[src/rtl/uart_ctrl_pkg.sv]
// rtl/uart_ctrl_pkg.sv - shared state type, defaults and id-width helper for the UART tx arbiter
package uart_ctrl_pkg;

  typedef enum logic [1:0] {
    IDLE  = 2'd0,
    START = 2'd1,
    SEND  = 2'd2
  } state_e;

  localparam int DEF_NUM_REQ       = 4;
  localparam int DEF_START_TIMEOUT = 65535;

  function automatic int id_width(input int n);
    return (n > 1) ? $clog2(n) : 1;
  endfunction

endpackage

[src/rtl/rr_priority_pick.sv]
// rtl/rr_priority_pick.sv - combinational round-robin pick: first request at or after the pointer
module rr_priority_pick #(
  parameter int NUM_REQ = 4,
  parameter int ID_W    = 2
) (
  input  logic [NUM_REQ-1:0] req_i,
  input  logic [ID_W-1:0]    ptr_i,
  output logic [NUM_REQ-1:0] grant_o,
  output logic [ID_W-1:0]    idx_o,
  output logic               any_o
);

  always_comb begin
    int j;
    logic [ID_W-1:0] cand;
    j       = 0;
    cand    = '0;
    grant_o = '0;
    idx_o   = '0;
    any_o   = 1'b0;
    // Explicit wrap keeps the search correct for non-power-of-two NUM_REQ.
    for (int i = 0; i < NUM_REQ; i++) begin
      j = int'(ptr_i) + i;
      if (j >= NUM_REQ) j = j - NUM_REQ;
      cand = ID_W'(j);
      if (!any_o && req_i[cand]) begin
        any_o         = 1'b1;
        grant_o[cand] = 1'b1;
        idx_o         = cand;
      end
    end
  end

endmodule

[src/rtl/uart_tx_arbiter.sv]
// rtl/uart_tx_arbiter.sv - round-robin sharing of one Uart8 transmit path between NUM_REQ producers
module uart_tx_arbiter
  import uart_ctrl_pkg::*;
#(
  parameter int NUM_REQ       = DEF_NUM_REQ,
  parameter int ID_W          = id_width(NUM_REQ),
  parameter int START_TIMEOUT = DEF_START_TIMEOUT
) (
  input  logic                 clk,
  input  logic                 rstN,
  input  logic [NUM_REQ-1:0]   reqValid,
  input  logic [8*NUM_REQ-1:0] reqData,
  output logic [NUM_REQ-1:0]   reqReady,
  output logic                 txEn,
  output logic                 txStart,
  output logic [7:0]           txData,
  input  logic                 txBusy,
  output logic                 doneValid,
  output logic [ID_W-1:0]      doneId,
  output logic                 timeoutErr,
  output logic                 busy
);

  localparam int CNT_W = $clog2(START_TIMEOUT + 1);
  localparam logic [CNT_W-1:0] CNT_LAST = CNT_W'(START_TIMEOUT - 1);
  localparam logic [CNT_W-1:0] CNT_MAX  = CNT_W'(START_TIMEOUT);
  localparam logic [ID_W-1:0]  ID_LAST  = ID_W'(NUM_REQ - 1);

  state_e              state_q, state_d;
  logic [ID_W-1:0]     ptr_q, ptr_d;
  logic [CNT_W-1:0]    cnt_q, cnt_d;
  logic [NUM_REQ-1:0]  ready_q, ready_d;
  logic                txen_q, txen_d;
  logic                start_q, start_d;
  logic [7:0]          data_q, data_d;
  logic                done_q, done_d;
  logic [ID_W-1:0]     id_q, id_d;
  logic                toerr_q, toerr_d;

  logic [NUM_REQ-1:0]  pick_grant;
  logic [ID_W-1:0]     pick_idx;
  logic                pick_any;

  rr_priority_pick #(
    .NUM_REQ (NUM_REQ),
    .ID_W    (ID_W)
  ) u_pick (
    .req_i   (reqValid),
    .ptr_i   (ptr_q),
    .grant_o (pick_grant),
    .idx_o   (pick_idx),
    .any_o   (pick_any)
  );

  always_ff @(posedge clk) begin
    if (!rstN) begin
      state_q <= IDLE;
      ptr_q   <= '0;
      cnt_q   <= '0;
      ready_q <= '0;
      txen_q  <= 1'b0;
      start_q <= 1'b0;
      data_q  <= '0;
      done_q  <= 1'b0;
      id_q    <= '0;
      toerr_q <= 1'b0;
    end else begin
      state_q <= state_d;
      ptr_q   <= ptr_d;
      cnt_q   <= cnt_d;
      ready_q <= ready_d;
      txen_q  <= txen_d;
      start_q <= start_d;
      data_q  <= data_d;
      done_q  <= done_d;
      id_q    <= id_d;
      toerr_q <= toerr_d;
    end
  end

  always_comb begin
    state_d = state_q;
    ptr_d   = ptr_q;
    cnt_d   = cnt_q;
    ready_d = '0;
    txen_d  = 1'b1;
    start_d = 1'b0;
    data_d  = data_q;
    done_d  = 1'b0;
    id_d    = id_q;
    toerr_d = 1'b0;
    unique case (state_q)
      IDLE: begin
        // A busy line here is a frame left over from before a reset; let it drain first.
        if (pick_any && !txBusy) begin
          data_d  = reqData[{pick_idx, 3'b000} +: 8];
          ready_d = pick_grant;
          start_d = 1'b1;
          id_d    = pick_idx;
          ptr_d   = (pick_idx == ID_LAST) ? '0 : pick_idx + 1'b1;
          cnt_d   = '0;
          state_d = START;
        end
      end
      START: begin
        cnt_d   = (cnt_q == CNT_MAX) ? cnt_q : cnt_q + 1'b1;
        start_d = 1'b1;
        // txBusy is checked first so it wins over a timeout on the same edge.
        if (txBusy) begin
          start_d = 1'b0;
          state_d = SEND;
        end else if (cnt_q >= CNT_LAST) begin
          start_d = 1'b0;
          toerr_d = 1'b1;
          state_d = IDLE;
        end
      end
      SEND: begin
        if (!txBusy) begin
          done_d  = 1'b1;
          state_d = IDLE;
        end
      end
      default: state_d = IDLE;
    endcase
  end

  assign reqReady   = ready_q;
  assign txEn       = txen_q;
  assign txStart    = start_q;
  assign txData     = data_q;
  assign doneValid  = done_q;
  assign doneId     = id_q;
  assign timeoutErr = toerr_q;
  assign busy       = (state_q != IDLE);

endmodule

[config.mk]
export PLATFORM = sky130hd
export DESIGN_NAME = uart_tx_arbiter
export DESIGN_NICKNAME = d
export VERILOG_FILES = /design/src/rtl/uart_ctrl_pkg.sv /design/src/rtl/rr_priority_pick.sv /design/src/rtl/uart_tx_arbiter.sv
export SDC_FILE = /design/constraint.sdc
export NUM_CORES = 1
export LEC_CHECK = 0
export BUFFER_PORTS_ARGS = -buffer_cell sky130_fd_sc_hd__buf_2
export CORE_MARGIN = 8
export CORE_UTILIZATION = 45
export CTS_CLUSTER_SIZE = 28
export DETAILED_ROUTE_END_ITERATION = 12
export PLACE_DENSITY = 0.8
export SLEW_MARGIN = 20
export SYNTH_ARGS = -nofsm -noshare
export SYNTH_HDL_FRONTEND = slang
export SYNTH_SLANG_ARGS = --single-unit
[constraint.sdc]
create_clock -name clk -period 2.93 [get_ports clk]
set_input_delay 0.293 -clock clk [delete_from_list [all_inputs] [get_ports clk]]
set_output_delay 0.293 -clock clk [all_outputs]
set_load 0.05 [all_outputs]
==> out/results.ini <==
[yosys]
synthesis.area_mm2=0.00249
synth_fp_nets=344
async_flop_share_pct=0
syn_area_per_cell_um2=8.36
synth_mux_area_share_pct=8.39
synth_cells=298
synth-edff-count=0
synth_simple_gate_area_share_pct=27.0
yosysSeqAreaShare_pct=30.5
synthFlopType=dfxtp_1
synth_top_family_by_area=simple AND/OR/NAND/NOR gates
synth.distinct_cells=58
synthXorXnorAreaFrac_pct=5.27
synth_fa_ha_area_share_pct=3.52
ys_warn_count=0
synth_compound_area_share_pct=20.7
ys_ff_latch=38

[power]
sw_frac_of_total_pct=40.8
leakagePower_nw=1.19
power_density_mw_per_mm2=697
finalPower_mw=2.05
p_comb_share_pct=48.8
power.switching_mw=0.834
ir_drop_v=0.000437
intPower_mw=1.21
p_clk_share_pct=22.0
seq_power_share_pct=29.2

[worst_setup_path]
worst-path-buf-inv=1
cp-start-kind=flip-flop
worstPathRequired_ps=3150
crit_chain=clkinv_2, ha_2, mux4_2, and3_4, a21oi_4, o22ai_1, or4_1, o211ai_1
crit_arrival_ps=2940
critical_path.max_fanout=10
crit_type=reg2reg
crit_slowest_cell=mux4_2
cp-end-kind=flip-flop
critical-path-top-delay-family=simple AND/OR/NAND/NOR gates
max_stage_delay_ps=650

[die]
die_h_um=90.4
ios=58
coreArea_mm2=0.00544
die_w_um=90.4
start_util_pct=45.8
die-area_mm2=0.00817
rows=27

[sta]
max_freq_ghz=0.367
setup_viol=0
whs_ps=274
setup_slack_ps=204
maxSlewViolCount=0
grt_setup_unrepaired=false
fin_crit_ps=2730
setup_tns_ps=0
post-route-period-util_pct=93.0
skew_ps=11.9
relSlewSlack_pct=53.2
hold_viol=0
tightest_slew_ps=695

[grt]
grt_max_degree=25
grt_use_total_pct=14.8
grt.overflow.total=0
grt_pass1_vias=2227
grt_antenna_before_repair=0
grt_pass1_wl_um=10400

[placement]
gp_congestion=0.828
place_ws_ps=140
post-place-cells=414
portBuffers=57
placed_area_mm2=0.00282
dpl.hpwl_um=4420

[cts]
cts_tree=built
clkTransAtPathRegs_ps=80
htreeDepth=2
clockRootBuffer=clkbuf_8
cts.path.max_buffers=2
clk_latency_ps=290
cts_sinks=38
cts_buffers=5
post_cts.repair.setup_buffers=0

[finish]
antennaDiodeCount=0
final_cells=421
utilization_pct=54.0
postLayoutCellArea_mm2=0.00294
drive_above_1_share_pct=25.8
fin_nets=395
area_growth_pct=17.9

[route]
wl_per_cell_um=14.5
ant_nets=0
vias_per_cell=5.70
vias=2398
drt_iter0_drc=173
routed_wl_um=6110
dr.pass1.iters=4
drc=0

[worst_hold_path]
min_path_type=in2reg

[flow_run]
maxCapViolCount=0

[outcome]
status=finished, final reports clean

[kinds of logic (layout without fill, tap and decap cells)]
group | count (synthesis) | in the layout
buffers and inverters | 24 | 75
adders and majority gates | 7 | 7
xor gates and xnor gates | 15 | 15
AOI/OAI and AO/OA | 69 | 69
muxes | 18 | 18
and+or+nand+nor | 127 | 127
DFF | 38 | 38
[what timing repair did]
action,in CTS,in global routing
endpoints found under the setup margin,0,8
hold buffers,0,0
gates resized for setup,0,2
[metal layers]
metal  track usage, %  share of wire, %
met1             20.3                49
met2             21.3                43
met3             4.07               7.6
met4             5.27              0.77
met5                0                 0
[final cells by class]
cell class                      count  area (um^2)
Clock buffer                        6         82.6
Clock inverter                      1         30.0
Fill cell                         493         2500
Inverter                            4         16.3
Multi-Input combinational cell    236         1620
Sequential cell                    38          761
Tap cell                           72         90.1
Timing Repair Buffer               64          338
[synthesized netlist by cell type, types with 5 or more instances]
cell type / count / share of area [%]
o22ai_1: 5 / 1.3
o21ai_0: 12 / 2.4
nor2_1: 31 / 4.7
ha_1: 7 / 3.5
nand2b_1: 5 / 1.3
o211ai_1: 8 / 2.4
nand2_1: 25 / 3.8
nand4_1: 6 / 1.5
buf_2: 5 / 1.0
a211oi_1: 7 / 2.1
o22a_1: 5 / 1.8
dfxtp_1: 38 / 31
clkbuf_1: 10 / 1.5
and3_1: 6 / 1.5
mux2i_1: 13 / 5.2
nand3_1: 22 / 4.4
xor2_1: 8 / 2.8
a21oi_1: 5 / 1.0
and2_1: 5 / 1.3
xnor2_1: 7 / 2.5
[sequential cells by signal, indices dropped and copies added, names as in the netlist]
| signal | cells |
|---|---|
| doneValid | 1 |
| reqReady | 4 |
| txStart | 1 |
| txData | 8 |
| state_q | 2 |
| doneId | 2 |
| cnt_q | 16 |
| ptr_q | 2 |
| timeoutErr | 1 |
| txEn | 1 |
[power by group through the flow]
stage	Clock [mW]	Combinational (mW)	Sequential, mW
2_1_floorplan	0	0.652	0.754
3_3_place_gp	0	0.965	0.608
3_5_place_dp	0	0.985	0.607
4_1_cts	0.458	0.987	0.597
5_1_grt	0.478	1.08	0.604
6_report	0.451	0.998	0.597
[cell usage in the layout (no fill, tap or decap), types with 6 or more instances in the layout]
cell	instances
dfxtp_1	38
nor2_1	31
ha_1	6
o21ai_0	12
xnor2_1	7
nand2_1	25
nand4_1	6
xor2_1	8
mux2i_1	13
nand3_1	22
buf_2	57
a211oi_1	7
o211ai_1	8
buf_4	7
clkbuf_8	6
and3_1	6
[final timing paths]
path,endpoint,start,slack [ps],cells past startpoint
worst max-delay path,txData[3],ptr_q[0],200,8
worst min-delay path,txEn,rstN,270,1
worst max register to register,txData[3],ptr_q[0],200,8
worst min register to register,txData[7],txData[7],480,2
Note: power is estimated with default switching activity, not from simulation.
